File: config.mk
export PLATFORM = sky130hd
export DESIGN_NAME = nastilite_regbank_flat
export DESIGN_NICKNAME = d
export VERILOG_FILES = /design/src/rtl/nastilite_regbank_pkg.sv /design/src/rtl/nasti_if.sv /design/src/rtl/nastilite_strb_merge.sv /design/src/rtl/nastilite_regbank.sv /design/src/flat_wrapper.sv
export SDC_FILE = /design/constraint.sdc
export NUM_CORES = 1
export LEC_CHECK = 0
export ABC_AREA = 1
export CAP_MARGIN = 5
export CORE_AREA = 2 2 363 365
export DETAILED_ROUTE_END_ITERATION = 10
export DIE_AREA = 0 0 365 367
export DONT_BUFFER_PORTS = 1
export PLACE_DENSITY = 0.42
export SYNTH_ARGS = -nofsm -noshare
export SYNTH_HDL_FRONTEND = slang
export SYNTH_SLANG_ARGS = --single-unit
File: constraint.sdc
create_clock -name s_nastilite_clk -period 9.4 [get_ports s_nastilite_clk]
set_clock_uncertainty 0.2 [all_clocks]
set_input_delay 1.41 -clock s_nastilite_clk [delete_from_list [all_inputs] [get_ports s_nastilite_clk]]
set_output_delay 1.41 -clock s_nastilite_clk [all_outputs]
set_load 0.02 [all_outputs]
File: src/rtl/nastilite_regbank_pkg.sv
// Shared response codes, read FSM states and address-to-word decode for the
// NASTILite register bank and later memory-mapped blocks.
package nastilite_regbank_pkg;

   localparam logic [1:0] RESP_OKAY   = 2'b00;
   localparam logic [1:0] RESP_EXOKAY = 2'b01;
   localparam logic [1:0] RESP_SLVERR = 2'b10;
   localparam logic [1:0] RESP_DECERR = 2'b11;

   typedef enum logic {
      R_IDLE,
      R_RESP
   } r_state_e;

   // Byte address to word index; sub-word address bits are dropped.
   function automatic int unsigned word_idx(input logic [63:0] addr, input int unsigned data_w);
      return 32'(addr >> $clog2(data_w / 8));
   endfunction

endpackage

File: src/rtl/nasti_if.sv
// NASTILite AW/W/B/AR/R channel bundle; clock and reset travel separately.
interface nasti_if #(
   parameter int ADDR_W = 8,
   parameter int DATA_W = 64
);
   logic                  aw_valid;
   logic                  aw_ready;
   logic [ADDR_W-1:0]     aw_addr;
   logic                  w_valid;
   logic                  w_ready;
   logic [DATA_W-1:0]     w_data;
   logic [DATA_W/8-1:0]   w_strb;
   logic                  b_valid;
   logic                  b_ready;
   logic [1:0]            b_resp;
   logic                  ar_valid;
   logic                  ar_ready;
   logic [ADDR_W-1:0]     ar_addr;
   logic                  r_valid;
   logic                  r_ready;
   logic [DATA_W-1:0]     r_data;
   logic [1:0]            r_resp;

   modport slave (
      input  aw_valid, aw_addr, w_valid, w_data, w_strb, b_ready, ar_valid, ar_addr, r_ready,
      output aw_ready, w_ready, b_valid, b_resp, ar_ready, r_valid, r_data, r_resp
   );

   modport master (
      output aw_valid, aw_addr, w_valid, w_data, w_strb, b_ready, ar_valid, ar_addr, r_ready,
      input  aw_ready, w_ready, b_valid, b_resp, ar_ready, r_valid, r_data, r_resp
   );
endinterface

File: src/rtl/nastilite_strb_merge.sv
// Combinational byte-lane merge: each strobed lane takes new_data, the rest keep old_data.
// Zero latency, no flow control.
module nastilite_strb_merge #(
   parameter int DATA_W = 64
) (
   input  logic [DATA_W-1:0]   old_data,
   input  logic [DATA_W-1:0]   new_data,
   input  logic [DATA_W/8-1:0] strb,
   output logic [DATA_W-1:0]   merged
);

   for (genvar b = 0; b < DATA_W / 8; b++) begin : g_lane
      assign merged[8*b +: 8] = strb[b] ? new_data[8*b +: 8] : old_data[8*b +: 8];
   end

endmodule

File: src/rtl/nastilite_regbank.sv
// NASTILite config/status register bank: RW words with per-word write pulse, RO status words.
// Write commits one edge after the later AW/W handshake and stalls while B is pending; reads answer one edge after AR.
module nastilite_regbank
   import nastilite_regbank_pkg::*;
#(
   parameter int C_NASTI_ADDR_WIDTH = 8,
   parameter int C_NASTI_DATA_WIDTH = 64,
   parameter int C_NUM_RW_REGS      = 8,
   parameter int C_NUM_RO_REGS      = 4,
   parameter logic [C_NUM_RW_REGS-1:0][C_NASTI_DATA_WIDTH-1:0] C_RW_RESET = '0
) (
   input  logic                                             s_nastilite_clk,
   input  logic                                             s_nastilite_aresetn,
   nasti_if.slave                                           s_nastilite,
   output logic [C_NUM_RW_REGS-1:0][C_NASTI_DATA_WIDTH-1:0] m_cfg_data,
   output logic [C_NUM_RW_REGS-1:0]                         m_cfg_wr_pulse,
   input  logic [C_NUM_RO_REGS-1:0][C_NASTI_DATA_WIDTH-1:0] s_status_data
);

   localparam int DW   = C_NASTI_DATA_WIDTH;
   localparam int SW   = DW / 8;
   localparam int NRW  = C_NUM_RW_REGS;
   localparam int NMAP = C_NUM_RW_REGS + C_NUM_RO_REGS;

   if (DW != 32 && DW != 64) begin : g_bad_data_width
      $error("nastilite_regbank: C_NASTI_DATA_WIDTH must be 32 or 64");
   end
   if (C_NASTI_ADDR_WIDTH > 64 || C_NASTI_ADDR_WIDTH < $clog2(NMAP * SW)) begin : g_bad_addr_width
      $error("nastilite_regbank: C_NASTI_ADDR_WIDTH cannot cover the register map");
   end
   if (NRW < 1 || C_NUM_RO_REGS < 0) begin : g_bad_reg_count
      $error("nastilite_regbank: need at least one RW word and a non-negative RO count");
   end

   logic                          aw_full, w_full, aw_rdy, w_rdy, b_vld;
   logic                          aw_hs, w_hs, commit, wr_rw, wr_ro;
   logic [C_NASTI_ADDR_WIDTH-1:0] aw_addr_q;
   logic [DW-1:0]                 w_data_q, wr_old, wr_merged;
   logic [SW-1:0]                 w_strb_q;
   logic [1:0]                    b_resp_q, wr_resp;
   int unsigned                   aw_idx, ar_idx;
   logic [NRW-1:0]                wr_sel, pulse_q;
   logic [DW-1:0]                 cfg_q     [NRW];
   logic [DW-1:0]                 old_chain [NRW+1];
   logic [DW-1:0]                 rd_chain  [NMAP+1];

   r_state_e                      r_state, r_state_nxt;
   logic                          rst_done, ar_rdy, r_vld, ar_hs;
   logic [DW-1:0]                 r_data_q;
   logic [1:0]                    r_resp_q;

   assign aw_hs  = s_nastilite.aw_valid & aw_rdy;
   assign w_hs   = s_nastilite.w_valid & w_rdy;
   assign commit = aw_full & w_full & ~b_vld;

   assign aw_idx  = word_idx(64'(aw_addr_q), DW);
   assign wr_rw   = aw_idx < NRW;
   assign wr_ro   = !wr_rw && (aw_idx < NMAP);
   assign wr_resp = wr_rw ? RESP_OKAY : (wr_ro ? RESP_SLVERR : RESP_DECERR);

   // A ready drops on its own handshake and only returns one cycle after the slot empties.
   always_ff @(posedge s_nastilite_clk) begin
      if (!s_nastilite_aresetn) begin
         aw_full   <= 1'b0;
         w_full    <= 1'b0;
         aw_rdy    <= 1'b0;
         w_rdy     <= 1'b0;
         aw_addr_q <= '0;
         w_data_q  <= '0;
         w_strb_q  <= '0;
         b_vld     <= 1'b0;
         b_resp_q  <= RESP_OKAY;
         pulse_q   <= '0;
      end else begin
         aw_rdy  <= ~aw_full & ~aw_hs;
         w_rdy   <= ~w_full & ~w_hs;
         pulse_q <= wr_sel;
         if (aw_hs) begin
            aw_full   <= 1'b1;
            aw_addr_q <= s_nastilite.aw_addr;
         end else if (commit) begin
            aw_full <= 1'b0;
         end
         if (w_hs) begin
            w_full   <= 1'b1;
            w_data_q <= s_nastilite.w_data;
            w_strb_q <= s_nastilite.w_strb;
         end else if (commit) begin
            w_full <= 1'b0;
         end
         if (commit) begin
            b_vld    <= 1'b1;
            b_resp_q <= wr_resp;
         end else if (b_vld && s_nastilite.b_ready) begin
            b_vld <= 1'b0;
         end
      end
   end

   assign old_chain[0] = '0;
   assign wr_old       = old_chain[NRW];

   for (genvar i = 0; i < NRW; i++) begin : g_word
      assign wr_sel[i]       = commit && wr_rw && (aw_idx == i);
      assign old_chain[i+1]  = (aw_idx == i) ? cfg_q[i] : old_chain[i];
      assign rd_chain[i+1]   = (ar_idx == i) ? cfg_q[i] : rd_chain[i];
      assign m_cfg_data[i]   = cfg_q[i];

      always_ff @(posedge s_nastilite_clk) begin
         if (!s_nastilite_aresetn) begin
            cfg_q[i] <= C_RW_RESET[i];
         end else if (wr_sel[i]) begin
            cfg_q[i] <= wr_merged;
         end
      end
   end

   assign m_cfg_wr_pulse = pulse_q;

   nastilite_strb_merge #(
      .DATA_W (DW)
   ) u_strb_merge (
      .old_data (wr_old),
      .new_data (w_data_q),
      .strb     (w_strb_q),
      .merged   (wr_merged)
   );

   assign ar_idx      = word_idx(64'(s_nastilite.ar_addr), DW);
   assign rd_chain[0] = '0;

   for (genvar j = 0; j < C_NUM_RO_REGS; j++) begin : g_status
      assign rd_chain[NRW+j+1] = (ar_idx == NRW + j) ? s_status_data[j] : rd_chain[NRW+j];
   end

   // rst_done keeps ar_ready low through reset and for the first cycle after release.
   always_comb begin
      r_state_nxt = r_state;
      ar_rdy      = 1'b0;
      r_vld       = 1'b0;
      case (r_state)
         R_IDLE: begin
            ar_rdy = rst_done;
            if (s_nastilite.ar_valid && rst_done) r_state_nxt = R_RESP;
         end
         R_RESP: begin
            r_vld = 1'b1;
            if (s_nastilite.r_ready) r_state_nxt = R_IDLE;
         end
         default: r_state_nxt = R_IDLE;
      endcase
   end

   assign ar_hs = s_nastilite.ar_valid & ar_rdy;

   always_ff @(posedge s_nastilite_clk) begin
      if (!s_nastilite_aresetn) begin
         r_state  <= R_IDLE;
         rst_done <= 1'b0;
         r_data_q <= '0;
         r_resp_q <= RESP_OKAY;
      end else begin
         r_state  <= r_state_nxt;
         rst_done <= 1'b1;
         if (ar_hs) begin
            r_data_q <= rd_chain[NMAP];
            r_resp_q <= (ar_idx < NMAP) ? RESP_OKAY : RESP_DECERR;
         end
      end
   end

   assign s_nastilite.aw_ready = aw_rdy;
   assign s_nastilite.w_ready  = w_rdy;
   assign s_nastilite.b_valid  = b_vld;
   assign s_nastilite.b_resp   = b_resp_q;
   assign s_nastilite.ar_ready = ar_rdy;
   assign s_nastilite.r_valid  = r_vld;
   assign s_nastilite.r_data   = r_data_q;
   assign s_nastilite.r_resp   = r_resp_q;

endmodule
File: src/flat_wrapper.sv
// flat-port wrapper written by rule: the top's interface ports become plain ports
module nastilite_regbank_flat import nastilite_regbank_pkg::*;
#(
   parameter int C_NASTI_ADDR_WIDTH = 8,
   parameter int C_NASTI_DATA_WIDTH = 64,
   parameter int C_NUM_RW_REGS      = 8,
   parameter int C_NUM_RO_REGS      = 4,
   parameter logic [C_NUM_RW_REGS-1:0][C_NASTI_DATA_WIDTH-1:0] C_RW_RESET = '0
)
  (s_nastilite_clk, s_nastilite_aresetn, m_cfg_data, m_cfg_wr_pulse, s_status_data, s_nastilite_aw_valid, s_nastilite_aw_addr, s_nastilite_w_valid, s_nastilite_w_data, s_nastilite_w_strb, s_nastilite_b_ready, s_nastilite_ar_valid, s_nastilite_ar_addr, s_nastilite_r_ready, s_nastilite_aw_ready, s_nastilite_w_ready, s_nastilite_b_valid, s_nastilite_b_resp, s_nastilite_ar_ready, s_nastilite_r_valid, s_nastilite_r_data, s_nastilite_r_resp);
  nasti_if s_nastilite_i ();
  input  logic s_nastilite_clk;
  input  logic s_nastilite_aresetn;
  output logic [C_NUM_RW_REGS-1:0][C_NASTI_DATA_WIDTH-1:0] m_cfg_data;
  output logic [C_NUM_RW_REGS-1:0] m_cfg_wr_pulse;
  input  logic [C_NUM_RO_REGS-1:0][C_NASTI_DATA_WIDTH-1:0] s_status_data;
  input wire logic [$bits(s_nastilite_i.aw_valid)-1:0] s_nastilite_aw_valid;
  input wire logic [$bits(s_nastilite_i.aw_addr)-1:0] s_nastilite_aw_addr;
  input wire logic [$bits(s_nastilite_i.w_valid)-1:0] s_nastilite_w_valid;
  input wire logic [$bits(s_nastilite_i.w_data)-1:0] s_nastilite_w_data;
  input wire logic [$bits(s_nastilite_i.w_strb)-1:0] s_nastilite_w_strb;
  input wire logic [$bits(s_nastilite_i.b_ready)-1:0] s_nastilite_b_ready;
  input wire logic [$bits(s_nastilite_i.ar_valid)-1:0] s_nastilite_ar_valid;
  input wire logic [$bits(s_nastilite_i.ar_addr)-1:0] s_nastilite_ar_addr;
  input wire logic [$bits(s_nastilite_i.r_ready)-1:0] s_nastilite_r_ready;
  output wire logic [$bits(s_nastilite_i.aw_ready)-1:0] s_nastilite_aw_ready;
  output wire logic [$bits(s_nastilite_i.w_ready)-1:0] s_nastilite_w_ready;
  output wire logic [$bits(s_nastilite_i.b_valid)-1:0] s_nastilite_b_valid;
  output wire logic [$bits(s_nastilite_i.b_resp)-1:0] s_nastilite_b_resp;
  output wire logic [$bits(s_nastilite_i.ar_ready)-1:0] s_nastilite_ar_ready;
  output wire logic [$bits(s_nastilite_i.r_valid)-1:0] s_nastilite_r_valid;
  output wire logic [$bits(s_nastilite_i.r_data)-1:0] s_nastilite_r_data;
  output wire logic [$bits(s_nastilite_i.r_resp)-1:0] s_nastilite_r_resp;
  assign s_nastilite_i.aw_valid = s_nastilite_aw_valid;
  assign s_nastilite_i.aw_addr = s_nastilite_aw_addr;
  assign s_nastilite_i.w_valid = s_nastilite_w_valid;
  assign s_nastilite_i.w_data = s_nastilite_w_data;
  assign s_nastilite_i.w_strb = s_nastilite_w_strb;
  assign s_nastilite_i.b_ready = s_nastilite_b_ready;
  assign s_nastilite_i.ar_valid = s_nastilite_ar_valid;
  assign s_nastilite_i.ar_addr = s_nastilite_ar_addr;
  assign s_nastilite_i.r_ready = s_nastilite_r_ready;
  assign s_nastilite_aw_ready = s_nastilite_i.aw_ready;
  assign s_nastilite_w_ready = s_nastilite_i.w_ready;
  assign s_nastilite_b_valid = s_nastilite_i.b_valid;
  assign s_nastilite_b_resp = s_nastilite_i.b_resp;
  assign s_nastilite_ar_ready = s_nastilite_i.ar_ready;
  assign s_nastilite_r_valid = s_nastilite_i.r_valid;
  assign s_nastilite_r_data = s_nastilite_i.r_data;
  assign s_nastilite_r_resp = s_nastilite_i.r_resp;
  nastilite_regbank #(.C_NASTI_ADDR_WIDTH(C_NASTI_ADDR_WIDTH), .C_NASTI_DATA_WIDTH(C_NASTI_DATA_WIDTH), .C_NUM_RW_REGS(C_NUM_RW_REGS), .C_NUM_RO_REGS(C_NUM_RO_REGS), .C_RW_RESET(C_RW_RESET)) u_core (.s_nastilite_clk(s_nastilite_clk), .s_nastilite_aresetn(s_nastilite_aresetn), .s_nastilite(s_nastilite_i), .m_cfg_data(m_cfg_data), .m_cfg_wr_pulse(m_cfg_wr_pulse), .s_status_data(s_status_data));
endmodule
==> run summary <==
Reg-to-reg setup timing slack - 5360 ps
Worst Hold End - u_core.s_nastilite.w_ready
Initial core utilization - 0.265
Worst vdd ir - 0.142 mV
Mapped Cells - 4124
Max Cap Viol - 0
Total power - 7.62 mW
Fin crit share - 0.492
Crit path largest cell delay - 1060 ps
Finished Cell Area - 39100 um2
Critical Path, Cell by Cell - inv_2 > nand3_1 > nor2_4 > buf_4 > nand2_1 > nand3_1 > nor2_1 > nand4_1 > nor2_1 > nand4_1 > nand2_1 > a21oi_1
GRT Max-Usage Layer - met2
Die area - 134000 um2
DIE WIDTH - 365 um
Met3 Use GR - 0.112
Clock Power Share - 0.432
Core Util, Final - 0.300
Fraction of registers with async set/reset - 0
Critical Path AT - 5040 ps
Share of the yosys chip area belonging to registers - 0.537
Setup TNS - 0 ps
DP Wirelength - 133000 um
Worst setup SP type - input port
WL final - 203000 um
HP Class - flop to flop
Internal Power - 5.35 mW
Relative slew slack - 0.126
Setup repair bufs after CTS - 0
Clock tree buffer depth - 3
Count of final setup violators - 0
Final hold slack - 269 ps
Synth cell types - 35
Vias in the first global route - 30800
PwrDens - 195 nW/um2
Met2 Use GR - 0.444
Detailed Routing Iterations Pass 1 - 6
Vias per inst - 5.50
R2R Path End - u_core.cfg_q[1][251]
Reg2Reg Depth - 9
Core area - 130000 um2
Flops & latches, synth - 671
# DRC - 0
Worst skew pair latency - 710 ps
Post-CTS Hold Buffers - 0
Logic pwr share - 0.098
Top-area cell type share of the netlist area - 0.445
Root Driver - clkbuf_16
Achievable Freq - 216 MHz
IO Port Bufs - 0
Post-synth EDFFs - 512
GR Util met1 - 0.374
Site Rows - 133
Area Growth Syn to Fin - 13.1%
Setup crit end kind - flop
Proportion of layout cells with a drive suffix above 1 - 0.0864
Final hold viol count - 0
Clk slew on worst S/H paths - 60 ps
Syn_area_per_cell - 8.38 um2
Number of gates resized after CTS - 0
Routed length per instance - 34.6 um
Post-placement cell area - 36300 um2
Crit-path max FO - 32
H-tree depth reported by CTS - 3
Reg-to-Reg Start - u_core.aw_addr_q[6]
Synth Flop Type - edfxtp_1
Status - completed
Yosys top cell by area - edfxtp_1
Crit path kind - input port to flop
Max-slew violations - 0
Global-route wire length before repair - 269000 um
Hold path start - u_core.w_full
Post-DRT Antenna Nets - 0
CTS tree - built
RSZ-0062 raised after global routing - false
IO Pins - 944
Die height - 367 um
Most common cell in the netlist - nand2_1
CP max-delay cell - nor2_4
Pin count of the biggest net entering global routing - 91
Initial DRC count - 3719
Synthesized Nets - 4475
Hold Crit Depth - 1
Vias - 32300
Antenna violations before repair - 34
Register share of total power - 0.470
Sw Ratio - 0.298
Routability cong. - 0.906
LEAKAGE - 13.9 nW
Tmin final - 4630 ps
# nets final - 4381
Worst Path Required - 9810 ps
Yosys warning count - 0
Clk sink count - 671
CTS buffer count - 85
Synth cell count leaders - 1160 x nand2_1, 633 x a21oi_1, 512 x edfxtp_1, 408 x nor2_1, 286 x inv_1
Gr usage total - 0.292
Psw - 2.27 mW
Gr ovfl total - 0
Area contributors post-synth - edfxtp_1 45%, nand2_1 13%, dfxtp_1 9.2%, a21oi_1 9.2%, nor2_1 4.4%
Measured slew at the worst slew-check pin - 1310 ps
Mapped Area - 34500 um2
critical path, delay by kind of cell:
family | cells | cell delay, ps
compound gates | 1 | 110
simple gates | 9 | 2260
buf+inv | 2 | 1150
metrics by stage:
step / setup WS (ps) / cells
floorplan: 2920 / 4124
global placement: 4190 / 5698
detailed placement: 4160 / 5698
CTS: 4890 / 5854
global route: 4620 / 5869
finish: 4770 / 5872
cell families after synthesis:
group,after synthesis,synth area share
simple gates,1966,0.243
flops,671,0.537
buf+inv,561,0.0658
compound gates,926,0.153
power groups by stage:
stage	clock (mW)	sequential [mW]	combinational (mW)
final	3.29	3.58	0.744
after global routing	3.44	3.59	0.801
after CTS	3.34	3.58	0.737
after detailed placement	0	3.64	0.735
after global placement	0	3.64	0.732
after floorplan	0	3.55	0.455
how the worst max path moves through the flow:
stage / startpoint / to / slack, ps / cells after the start
6_report: s_nastilite_ar_addr[7] / u_core.s_nastilite.r_data[25] / 4770 / 12
5_1_grt: s_nastilite_ar_addr[7] / u_core.s_nastilite.r_data[36] / 4620 / 12
3_5_place_dp: s_nastilite_ar_addr[7] / u_core.s_nastilite.r_data[63] / 4160 / 12
2_1_floorplan: u_core.aw_addr_q[4] / u_core.cfg_q[1][192] / 2920 / 6
4_1_cts: s_nastilite_ar_addr[7] / u_core.s_nastilite.r_data[63] / 4890 / 12
3_3_place_gp: s_nastilite_ar_addr[7] / u_core.s_nastilite.r_data[63] / 4190 / 12
cells in the final DEF, fill, tap and decap left out, types with 15 or more instances in the layout:
cell type     n
o211ai_4     30
clkbuf_1     26
nand4_1     174
o22ai_1      26
dfxtp_1     159
nand2_1    1153
nand3_1     137
inv_1       280
a21oi_1     633
nand4_2      23
inv_4        15
buf_4        66
o2111ai_1    20
nand2_2      36
nor2_1      404
clkbuf_16    87
edfxtp_1    512
diode_2      18
clkinv_1     17
o21ai_0     187
flip-flops by register name (all words and copies together) (netlist names):
| signal | count |
|---|---|
| u_core.aw_addr_q | 5 |
| u_core.aw_full | 1 |
| u_core.cfg_q | 512 |
| u_core.m_cfg_wr_pulse | 8 |
| u_core.r_state | 1 |
| u_core.rst_done | 1 |
| u_core.s_nastilite.aw_ready | 1 |
| u_core.s_nastilite.b_resp | 2 |
| u_core.s_nastilite.b_valid | 1 |
| u_core.s_nastilite.r_data | 64 |
| u_core.s_nastilite.r_resp | 1 |
| u_core.s_nastilite.w_ready | 1 |
| u_core.w_data_q | 64 |
| u_core.w_full | 1 |
| u_core.w_strb_q | 8 |
metal layers:
metal / wire [um] / vias to the layer above
met4: 7330 / 12
met2: 89400 / 1965
li1: - / 13900
met5: 75 / -
met3: 24900 / 344
met1: 81200 / 16100
layout make-up:
type,count,area [um2]
Fill cell,14100,91400
Inverter,314,1220
Sequential cell,671,18600
Antenna cell,18,45.0
Tap cell,1755,2200
Multi-Input combinational cell,2892,13900
Clock inverter,34,299
Timing Repair Buffer,66,495
Clock buffer,122,2400
Power figures use the tool's default switching activity.
